`src/rtl/apb2nmi_pkg.sv`:
```
// ---------------------------------------------------------------------------
// apb2nmi_pkg -- shared types and constants for the APB4 to native memory
// interface (NMI) bridge.
//
// Contents:
//   apb2nmi_state_t  bridge FSM state (IDLE, REQ, RESP)
//   APB2NMI_TMO_W    width of the optional request timeout counter
//   in_window()      address window decode shared by the bridge
// ---------------------------------------------------------------------------
package apb2nmi_pkg;

  localparam int APB2NMI_TMO_W = 16;

  typedef enum logic [1:0] {
    IDLE = 2'd0,
    REQ  = 2'd1,
    RESP = 2'd2
  } apb2nmi_state_t;

  // True when base <= addr < base + size. The sum is formed on 33 bits so a
  // window that ends exactly at the top of the 4 GiB space does not wrap.
  function automatic logic in_window(input logic [31:0] addr,
                                     input logic [31:0] base,
                                     input logic [31:0] size);
    logic [32:0] win_end;
    win_end = {1'b0, base} + {1'b0, size};
    return ({1'b0, addr} >= {1'b0, base}) && ({1'b0, addr} < win_end);
  endfunction

endpackage

```
`src/rtl/apb2nmi_if.sv`:
```
// ---------------------------------------------------------------------------
// apb2nmi_if -- bundle of the APB4 slave port and the NMI master port of the
// apb2nmi bridge. Signal names keep the bridge-side direction suffixes.
//
// Modports:
//   slave   bridge view: APB request inputs, APB response outputs,
//           NMI request outputs, NMI completion inputs
//   master  environment view (APB master + NMI target), directions mirrored
//
// APB4 : paddr_i[31:0] pprot_i[2:0] psel_i penable_i pwrite_i pwdata_i[31:0]
//        pstrb_i[3:0] -> pready_o prdata_o[31:0] pslverr_o
// NMI  : nmi_valid_o nmi_addr_o[31:0] nmi_wdata_o[31:0] nmi_wstrb_o[3:0]
//        <- nmi_ready_i nmi_rdata_i[31:0]
// ---------------------------------------------------------------------------
interface apb2nmi_if;

  logic [31:0] paddr_i;
  logic [2:0]  pprot_i;
  logic        psel_i;
  logic        penable_i;
  logic        pwrite_i;
  logic [31:0] pwdata_i;
  logic [3:0]  pstrb_i;
  logic        pready_o;
  logic [31:0] prdata_o;
  logic        pslverr_o;

  logic        nmi_valid_o;
  logic        nmi_ready_i;
  logic [31:0] nmi_addr_o;
  logic [31:0] nmi_wdata_o;
  logic [3:0]  nmi_wstrb_o;
  logic [31:0] nmi_rdata_i;

  modport slave (
    input  paddr_i, pprot_i, psel_i, penable_i, pwrite_i, pwdata_i, pstrb_i,
    output pready_o, prdata_o, pslverr_o,
    output nmi_valid_o, nmi_addr_o, nmi_wdata_o, nmi_wstrb_o,
    input  nmi_ready_i, nmi_rdata_i
  );

  modport master (
    output paddr_i, pprot_i, psel_i, penable_i, pwrite_i, pwdata_i, pstrb_i,
    input  pready_o, prdata_o, pslverr_o,
    input  nmi_valid_o, nmi_addr_o, nmi_wdata_o, nmi_wstrb_o,
    output nmi_ready_i, nmi_rdata_i
  );

endinterface

```
`src/rtl/apb2nmi_tmo.sv`:
```
// ---------------------------------------------------------------------------
// apb2nmi_tmo -- request timeout counter for apb2nmi. Only instantiated when
// the APB2NMI_TIMEOUT_EN macro is defined.
//
// Parameters:
//   LIMIT   number of enabled cycles after which expire fires (1..65535)
// Ports:
//   clk_i   clock
//   rst_i   asynchronous active-high reset (counter -> 0)
//   clr     synchronous clear, wins over en
//   en      count this cycle
//   expire  high during the LIMIT-th enabled cycle since the last clear
// ---------------------------------------------------------------------------
module apb2nmi_tmo
  import apb2nmi_pkg::*;
#(
  parameter int unsigned LIMIT = 255
) (
  input  logic clk_i,
  input  logic rst_i,
  input  logic clr,
  input  logic en,
  output logic expire
);

  localparam logic [APB2NMI_TMO_W-1:0] LAST = APB2NMI_TMO_W'(LIMIT - 1);

  logic [APB2NMI_TMO_W-1:0] cnt_reg;

  always_ff @(posedge clk_i or posedge rst_i) begin
    if (rst_i) begin
      cnt_reg <= '0;
    end else if (clr) begin
      cnt_reg <= '0;
    end else if (en) begin
      cnt_reg <= cnt_reg + 1'b1;
    end
  end

  // The count equals the number of earlier enabled cycles, so comparing
  // against LIMIT-1 fires on the LIMIT-th cycle and the request is held for
  // exactly LIMIT cycles.
  assign expire = en && (cnt_reg == LAST);

endmodule

```
`src/rtl/apb2nmi.sv`:
```
// ---------------------------------------------------------------------------
// apb2nmi -- APB4 slave to native memory interface (NMI) bridge.
//
// An APB setup phase hitting [ADDR_BASE, ADDR_BASE+ADDR_SIZE) becomes one NMI
// request (valid held until ready); the APB access phase is stretched until
// the NMI completes. Addresses outside the window complete with zero wait
// states and PSLVERR. One transfer is outstanding at most.
//
// Optional feature: define APB2NMI_TIMEOUT_EN to bound each NMI request to
// TIMEOUT_CYC cycles; an expired request drops valid and returns PSLVERR.
// Without the macro a request waits indefinitely.
//
// Parameters:
//   ADDR_BASE    first byte address of the forwarded window
//   ADDR_SIZE    window size in bytes (power of two, non-zero)
//   TIMEOUT_CYC  request timeout in cycles, 1..65535 (macro builds only)
// Ports:
//   clk_i        clock, rising edge
//   rst_i        asynchronous active-high reset
//   bus          apb2nmi_if.slave: APB4 slave port + NMI master port
// ---------------------------------------------------------------------------
module apb2nmi
  import apb2nmi_pkg::*;
#(
  parameter logic [31:0] ADDR_BASE   = 32'h0000_0000,
  parameter logic [31:0] ADDR_SIZE   = 32'h1000_0000,
  parameter int unsigned TIMEOUT_CYC = 255
) (
  input  logic      clk_i,
  input  logic      rst_i,
  apb2nmi_if.slave  bus
);

  apb2nmi_state_t state_reg, state_next;

  logic [31:0] addr_reg;
  logic [31:0] wdata_reg;
  logic [3:0]  wstrb_reg;
  logic        write_reg;
  logic [31:0] rdata_reg;
  logic        err_reg;

  logic setup;
  logic in_win;
  logic tmo_expire;

  // pprot carries no meaning for this bridge
  wire unused_pprot = ^bus.pprot_i;

  assign setup  = bus.psel_i && !bus.penable_i;
  assign in_win = in_window(bus.paddr_i, ADDR_BASE, ADDR_SIZE);

`ifdef APB2NMI_TIMEOUT_EN
  logic tmo_clr;

  // Clear on the IDLE->REQ transition so the first REQ cycle counts as one.
  assign tmo_clr = (state_reg == IDLE) && setup && in_win;

  apb2nmi_tmo #(
    .LIMIT (TIMEOUT_CYC)
  ) u_tmo (
    .clk_i  (clk_i),
    .rst_i  (rst_i),
    .clr    (tmo_clr),
    .en     (state_reg == REQ),
    .expire (tmo_expire)
  );
`else
  wire [APB2NMI_TMO_W-1:0] unused_tmo_cfg = TIMEOUT_CYC[APB2NMI_TMO_W-1:0];

  assign tmo_expire = 1'b0;
`endif

  // -------------------------------------------------------------------------
  // FSM
  // -------------------------------------------------------------------------
  always_ff @(posedge clk_i or posedge rst_i) begin
    if (rst_i) begin
      state_reg <= IDLE;
    end else begin
      state_reg <= state_next;
    end
  end

  always_comb begin
    state_next = state_reg;
    case (state_reg)
      IDLE: begin
        if (setup) begin
          state_next = in_win ? REQ : RESP;
        end
      end
      REQ: begin
        // ready wins over a coincident timeout
        if (bus.nmi_ready_i || tmo_expire) begin
          state_next = RESP;
        end
      end
      // RESP lasts one cycle whether or not the master is still there to
      // take the response; an abandoned transfer is simply dropped.
      RESP:    state_next = IDLE;
      default: state_next = IDLE;
    endcase
  end

  // -------------------------------------------------------------------------
  // Transfer context
  // -------------------------------------------------------------------------
  always_ff @(posedge clk_i or posedge rst_i) begin
    if (rst_i) begin
      addr_reg  <= '0;
      wdata_reg <= '0;
      wstrb_reg <= '0;
      write_reg <= 1'b0;
      rdata_reg <= '0;
      err_reg   <= 1'b0;
    end else begin
      case (state_reg)
        IDLE: begin
          if (setup) begin
            addr_reg  <= {bus.paddr_i[31:2], 2'b00};
            wdata_reg <= bus.pwdata_i;
            wstrb_reg <= bus.pwrite_i ? bus.pstrb_i : 4'h0;
            write_reg <= bus.pwrite_i;
            rdata_reg <= '0;
            err_reg   <= !in_win;
          end
        end
        REQ: begin
          if (bus.nmi_ready_i) begin
            rdata_reg <= write_reg ? 32'h0 : bus.nmi_rdata_i;
            err_reg   <= 1'b0;
          end else if (tmo_expire) begin
            rdata_reg <= '0;
            err_reg   <= 1'b1;
          end
        end
        default: ;
      endcase
    end
  end

  // -------------------------------------------------------------------------
  // Outputs
  // -------------------------------------------------------------------------
  assign bus.nmi_valid_o = (state_reg == REQ);
  assign bus.nmi_addr_o  = addr_reg;
  assign bus.nmi_wdata_o = wdata_reg;
  assign bus.nmi_wstrb_o = wstrb_reg;

  // pready only while the master is still in its access phase; response
  // fields are forced to zero outside the pready cycle.
  assign bus.pready_o  = (state_reg == RESP) && bus.psel_i && bus.penable_i;
  assign bus.pslverr_o = bus.pready_o && err_reg;
  assign bus.prdata_o  = (bus.pready_o && !err_reg) ? rdata_reg : 32'h0;

endmodule

```
`src/flat_wrapper.sv`:
```
// flat-port wrapper written by rule: the top's interface ports become plain ports
module apb2nmi_flat import apb2nmi_pkg::*;
#(
  parameter logic [31:0] ADDR_BASE   = 32'h0000_0000,
  parameter logic [31:0] ADDR_SIZE   = 32'h1000_0000,
  parameter int unsigned TIMEOUT_CYC = 255
)
  (clk_i, rst_i, bus_paddr_i, bus_pprot_i, bus_psel_i, bus_penable_i, bus_pwrite_i, bus_pwdata_i, bus_pstrb_i, bus_pready_o, bus_prdata_o, bus_pslverr_o, bus_nmi_valid_o, bus_nmi_addr_o, bus_nmi_wdata_o, bus_nmi_wstrb_o, bus_nmi_ready_i, bus_nmi_rdata_i);
  apb2nmi_if bus_i ();
  input  logic clk_i;
  input  logic rst_i;
  input wire logic [$bits(bus_i.paddr_i)-1:0] bus_paddr_i;
  input wire logic [$bits(bus_i.pprot_i)-1:0] bus_pprot_i;
  input wire logic [$bits(bus_i.psel_i)-1:0] bus_psel_i;
  input wire logic [$bits(bus_i.penable_i)-1:0] bus_penable_i;
  input wire logic [$bits(bus_i.pwrite_i)-1:0] bus_pwrite_i;
  input wire logic [$bits(bus_i.pwdata_i)-1:0] bus_pwdata_i;
  input wire logic [$bits(bus_i.pstrb_i)-1:0] bus_pstrb_i;
  output wire logic [$bits(bus_i.pready_o)-1:0] bus_pready_o;
  output wire logic [$bits(bus_i.prdata_o)-1:0] bus_prdata_o;
  output wire logic [$bits(bus_i.pslverr_o)-1:0] bus_pslverr_o;
  output wire logic [$bits(bus_i.nmi_valid_o)-1:0] bus_nmi_valid_o;
  output wire logic [$bits(bus_i.nmi_addr_o)-1:0] bus_nmi_addr_o;
  output wire logic [$bits(bus_i.nmi_wdata_o)-1:0] bus_nmi_wdata_o;
  output wire logic [$bits(bus_i.nmi_wstrb_o)-1:0] bus_nmi_wstrb_o;
  input wire logic [$bits(bus_i.nmi_ready_i)-1:0] bus_nmi_ready_i;
  input wire logic [$bits(bus_i.nmi_rdata_i)-1:0] bus_nmi_rdata_i;
  assign bus_i.paddr_i = bus_paddr_i;
  assign bus_i.pprot_i = bus_pprot_i;
  assign bus_i.psel_i = bus_psel_i;
  assign bus_i.penable_i = bus_penable_i;
  assign bus_i.pwrite_i = bus_pwrite_i;
  assign bus_i.pwdata_i = bus_pwdata_i;
  assign bus_i.pstrb_i = bus_pstrb_i;
  assign bus_pready_o = bus_i.pready_o;
  assign bus_prdata_o = bus_i.prdata_o;
  assign bus_pslverr_o = bus_i.pslverr_o;
  assign bus_nmi_valid_o = bus_i.nmi_valid_o;
  assign bus_nmi_addr_o = bus_i.nmi_addr_o;
  assign bus_nmi_wdata_o = bus_i.nmi_wdata_o;
  assign bus_nmi_wstrb_o = bus_i.nmi_wstrb_o;
  assign bus_i.nmi_ready_i = bus_nmi_ready_i;
  assign bus_i.nmi_rdata_i = bus_nmi_rdata_i;
  apb2nmi #(.ADDR_BASE(ADDR_BASE), .ADDR_SIZE(ADDR_SIZE), .TIMEOUT_CYC(TIMEOUT_CYC)) u_core (.clk_i(clk_i), .rst_i(rst_i), .bus(bus_i));
endmodule
```
`config.mk`:
```
export PLATFORM = sky130hd
export DESIGN_NAME = apb2nmi_flat
export DESIGN_NICKNAME = d
export VERILOG_FILES = /design/src/rtl/apb2nmi_pkg.sv /design/src/rtl/apb2nmi_if.sv /design/src/rtl/apb2nmi_tmo.sv /design/src/rtl/apb2nmi.sv /design/src/flat_wrapper.sv
export SDC_FILE = /design/constraint.sdc
export NUM_CORES = 1
export LEC_CHECK = 0
export ABC_AREA = 1
export CORE_MARGIN = 8
export CORE_UTILIZATION = 41
export DETAILED_ROUTE_END_ITERATION = 10
export GPL_TIMING_DRIVEN = 0
export PLACE_DENSITY = 0.8
export SLEW_MARGIN = 15
export SYNTH_ARGS = -nofsm -noshare
export SYNTH_HDL_FRONTEND = slang
export SYNTH_HIERARCHICAL = 1
export SYNTH_SLANG_ARGS = --single-unit
export TNS_END_PERCENT = 100
```
`constraint.sdc`:
```
create_clock -name clk_i -period 3.9 [get_ports clk_i]
set_input_delay 0.585 -clock clk_i [delete_from_list [all_inputs] [get_ports clk_i]]
set_output_delay 0.585 -clock clk_i [all_outputs]
set_load 0.1 [all_outputs]
```
==> results.md <==
* Area growth syn-to-layout at 54.01%
* Post-CTS setup repair buffer count at 0
* Max frequency at 284.8 MHz
* Hold buffers post-CTS at 0
* Worst Hold Margin at 0.4818 ns
* Syn avg cell area at 7.635 um2
* Met3 wire len at 2103 um
* Final hold vios at 0
* Slowest Stage Delay on Critical Path at 1.16 ns
* Met1 wire length at 5692 um
* Global-route wire length before repair at 23120 um
* Critical Path Source: bus_psel_i
* Sequential power share at 26.7%
* Post-cts sizing count at 0
* CTS tree: built
* CTS root buffer: clkbuf_8
* Final ANT Viol Nets at 0
* Pre-CTS setup slack at 0.3929 ns
* Switch share at 57.59%
* Port bufs at 204
* Pre-antenna DRT Iters at 4
* Critical path type: input pin to primary output
* Fin Clk Skew at 0.005447 ns
* Initial antenna violation count at 0
* Die footprint at 0.01471 mm2
* Routed WL at 14650 um
* Register area share after synthesis at 56.18%
* # rows at 38
* Critical Path Start Type: input pin
* Multi-input gate area at 0.001668 mm2
* Die Ht at 121.3 um
* CORE AREA at 0.01084 mm2
* Tightest Pin Transition at 1.060 ns
* Fin Setup TNS at 0 ns
* Clock Tree Buf Depth at 2
* Fin nets at 921
* Fill cells at 938
* Slowest CP cell: clkdlybuf4s50_1
* H-tree levels at 3
* Leak at 3.385 nW
* FF+latch count, synth at 102
* Min Tclk post-route at 3.511 ns
* Vias per cell at 4.675
* Rel. slew slack at 29.10%
* Max_cap viols at 0
* Worst Hold Class: flip-flop to flip-flop
* CP required at 3.31 ns
* Ports at 212
* Synth area leader: dfrtp_1
* Data arrival, critical path at 2.93 ns
* Drt initial violations at 303
* Final worst slack at 0.3891 ns
* Sink Count at 102
* YS warnings at 6
* Post-Syn Area at 0.004543 mm2
* Max VDD drop at 0.9192 mV
* Diodes inserted at 0
* Vias at 4474
* Vias in the first global route at 4550
* FF-to-FF Start: u_core/state_reg[0]
* Synth area leaders: dfrtp_1, nand2_1, nor2_1
* Pint at 2.442 mW
* RSZ-0062 raised after global routing: false
* Clk network pwr share at 11.8%
* Final core utilization at 64.54%
* Outcome: finished, final reports clean
* CP most frequent cell: clkdlybuf4s50_1
* Post-route insts no fill at 957
* DRC violations left at 0
* WL met2 at 6693 um
* Design Area, Final at 0.006997 mm2
* Share of cells above drive strength 1 at 5.630%
* Mapped Cells at 595
* Top-area cell type share of the netlist area at 56.18%
* Routability cong. at 0.8474
* Storage cell area at 0.002552 mm2
* PD cells at 823.1 mW/mm2
* Clk_lat worst skew at 0.36 ns
* Placed cell areas at 0.006797 mm2
* Worst path cell trace: clkdlybuf4s50_1 > nand3_1 > inv_2 > nand2_1 > buf_2 > nor2_1 > clkdlybuf4s50_1
* Total CTS buffers at 9
* Power Total at 5.759 mW
* Final Setup Violations at 0
* Worst hold path startpoint: u_core/bus.nmi_addr_o[29]
* Routed length per instance at 15.31 um
* Final worst path period share at 90.02%
* Cell count after placement at 941
* Top Metal Used: met4
* Clock slew at reported path FFs at 0.09 ns
* Starting Density at 41.91%
* Synth cell types at 16
* Largest net degree at the start of global routing at 63
* Critical Path Sink Type: primary output
* CP max FO at 10
* NetSw at 3.316 mW
* Logic pwr share at 61.6%
* Dpl hpwl at 11390 um
* Gr ovfl total at 0
* Final Slew Violations at 0
* Overall routing resource usage at 19.74%
* Chip width at 121.3 um
==> critical path: cells and delay by family <==
| kind | cells | cell delay, ns |
|---|---|---|
| buf+inv | 4 | 1.96 |
| simple gates | 3 | 0.38 |
==> metal layers <==
layer	GRT usage, %	vias to the layer above
li1	-	2227
met1	21.51	2050
met2	32.26	181
met3	11.82	16
met4	4.626	0
met5	0	-
==> worst paths after layout <==
kind,endpoint,slack [ns],cells after the start
min,u_core/bus.nmi_addr_o[29],0.48,2
max,bus_prdata_o[29],0.39,7
min reg2reg,u_core/bus.nmi_addr_o[29],0.48,2
min in group asynchronous,u_core/rdata_reg[24],0.60,2
max reg2reg,u_core/bus.nmi_addr_o[11],2.37,6
max in group asynchronous,u_core/bus.nmi_addr_o[3],2.65,3
==> Yosys cell counts <==
master	count
clkbuf_1	13
inv_2	3
buf_1	3
nor2_1	69
nand3_2	2
nor2_2	2
dfrtp_1	102
nand2_1	301
buf_2	18
buf_4	2
conb_1	1
nand3_1	1
inv_1	40
o21ai_0	3
nand2_2	2
nand4_1	33
==> power groups by stage <==
stage	registers (mW)	logic (mW)	clock network [mW]
6_report	1.53	3.54	0.679
5_1_grt	1.57	3.69	0.743
4_1_cts	1.53	3.57	0.703
3_5_place_dp	1.55	3.55	0
3_3_place_gp	1.53	3.53	0
2_1_floorplan	3.61	0.542	0
==> placed cells by master, fill, tap and decap left out <==
master           netlist  routed
nand2_1              301     301
clkdlybuf4s50_1        0     204
dfrtp_1              102     102
nor2_1                69      69
inv_1                 40      39
nand4_1               33      33
buf_2                 18      18
clkbuf_1              13      14
clkbuf_8               0      11
clkinv_2               0       3
inv_2                  3       3
buf_1                  3       3
o21ai_0                3       3
nor2_2                 2       2
nand2_2                2       2
nand3_2                2       2
buf_4                  2       2
conb_1                 1       2
bufinv_16              0       1
nand3_1                1       1
inv_6                  0       1
buf_16                 0       1
==> cell type report <==
type,count,share of cell area [%]
flip-flops and latches,102,36.48
repair buffers,205,29.58
multi-input cells,415,23.84
well taps,140,2.504
inverters,43,2.378
plain buffers,36,2.361
clock buffers,12,2.217
clock inverters,4,0.6438
==> cells by family after synthesis <==
| logic type | synth area share, % |
|---|---|
| AOI/OAI and AO/OA | 0.3304 |
| buffers and inverters | 7.188 |
| DFF | 56.18 |
| other | 0.08254 |
| and+or+nand+nor | 36.22 |
(Power assumes the default switching activity.)
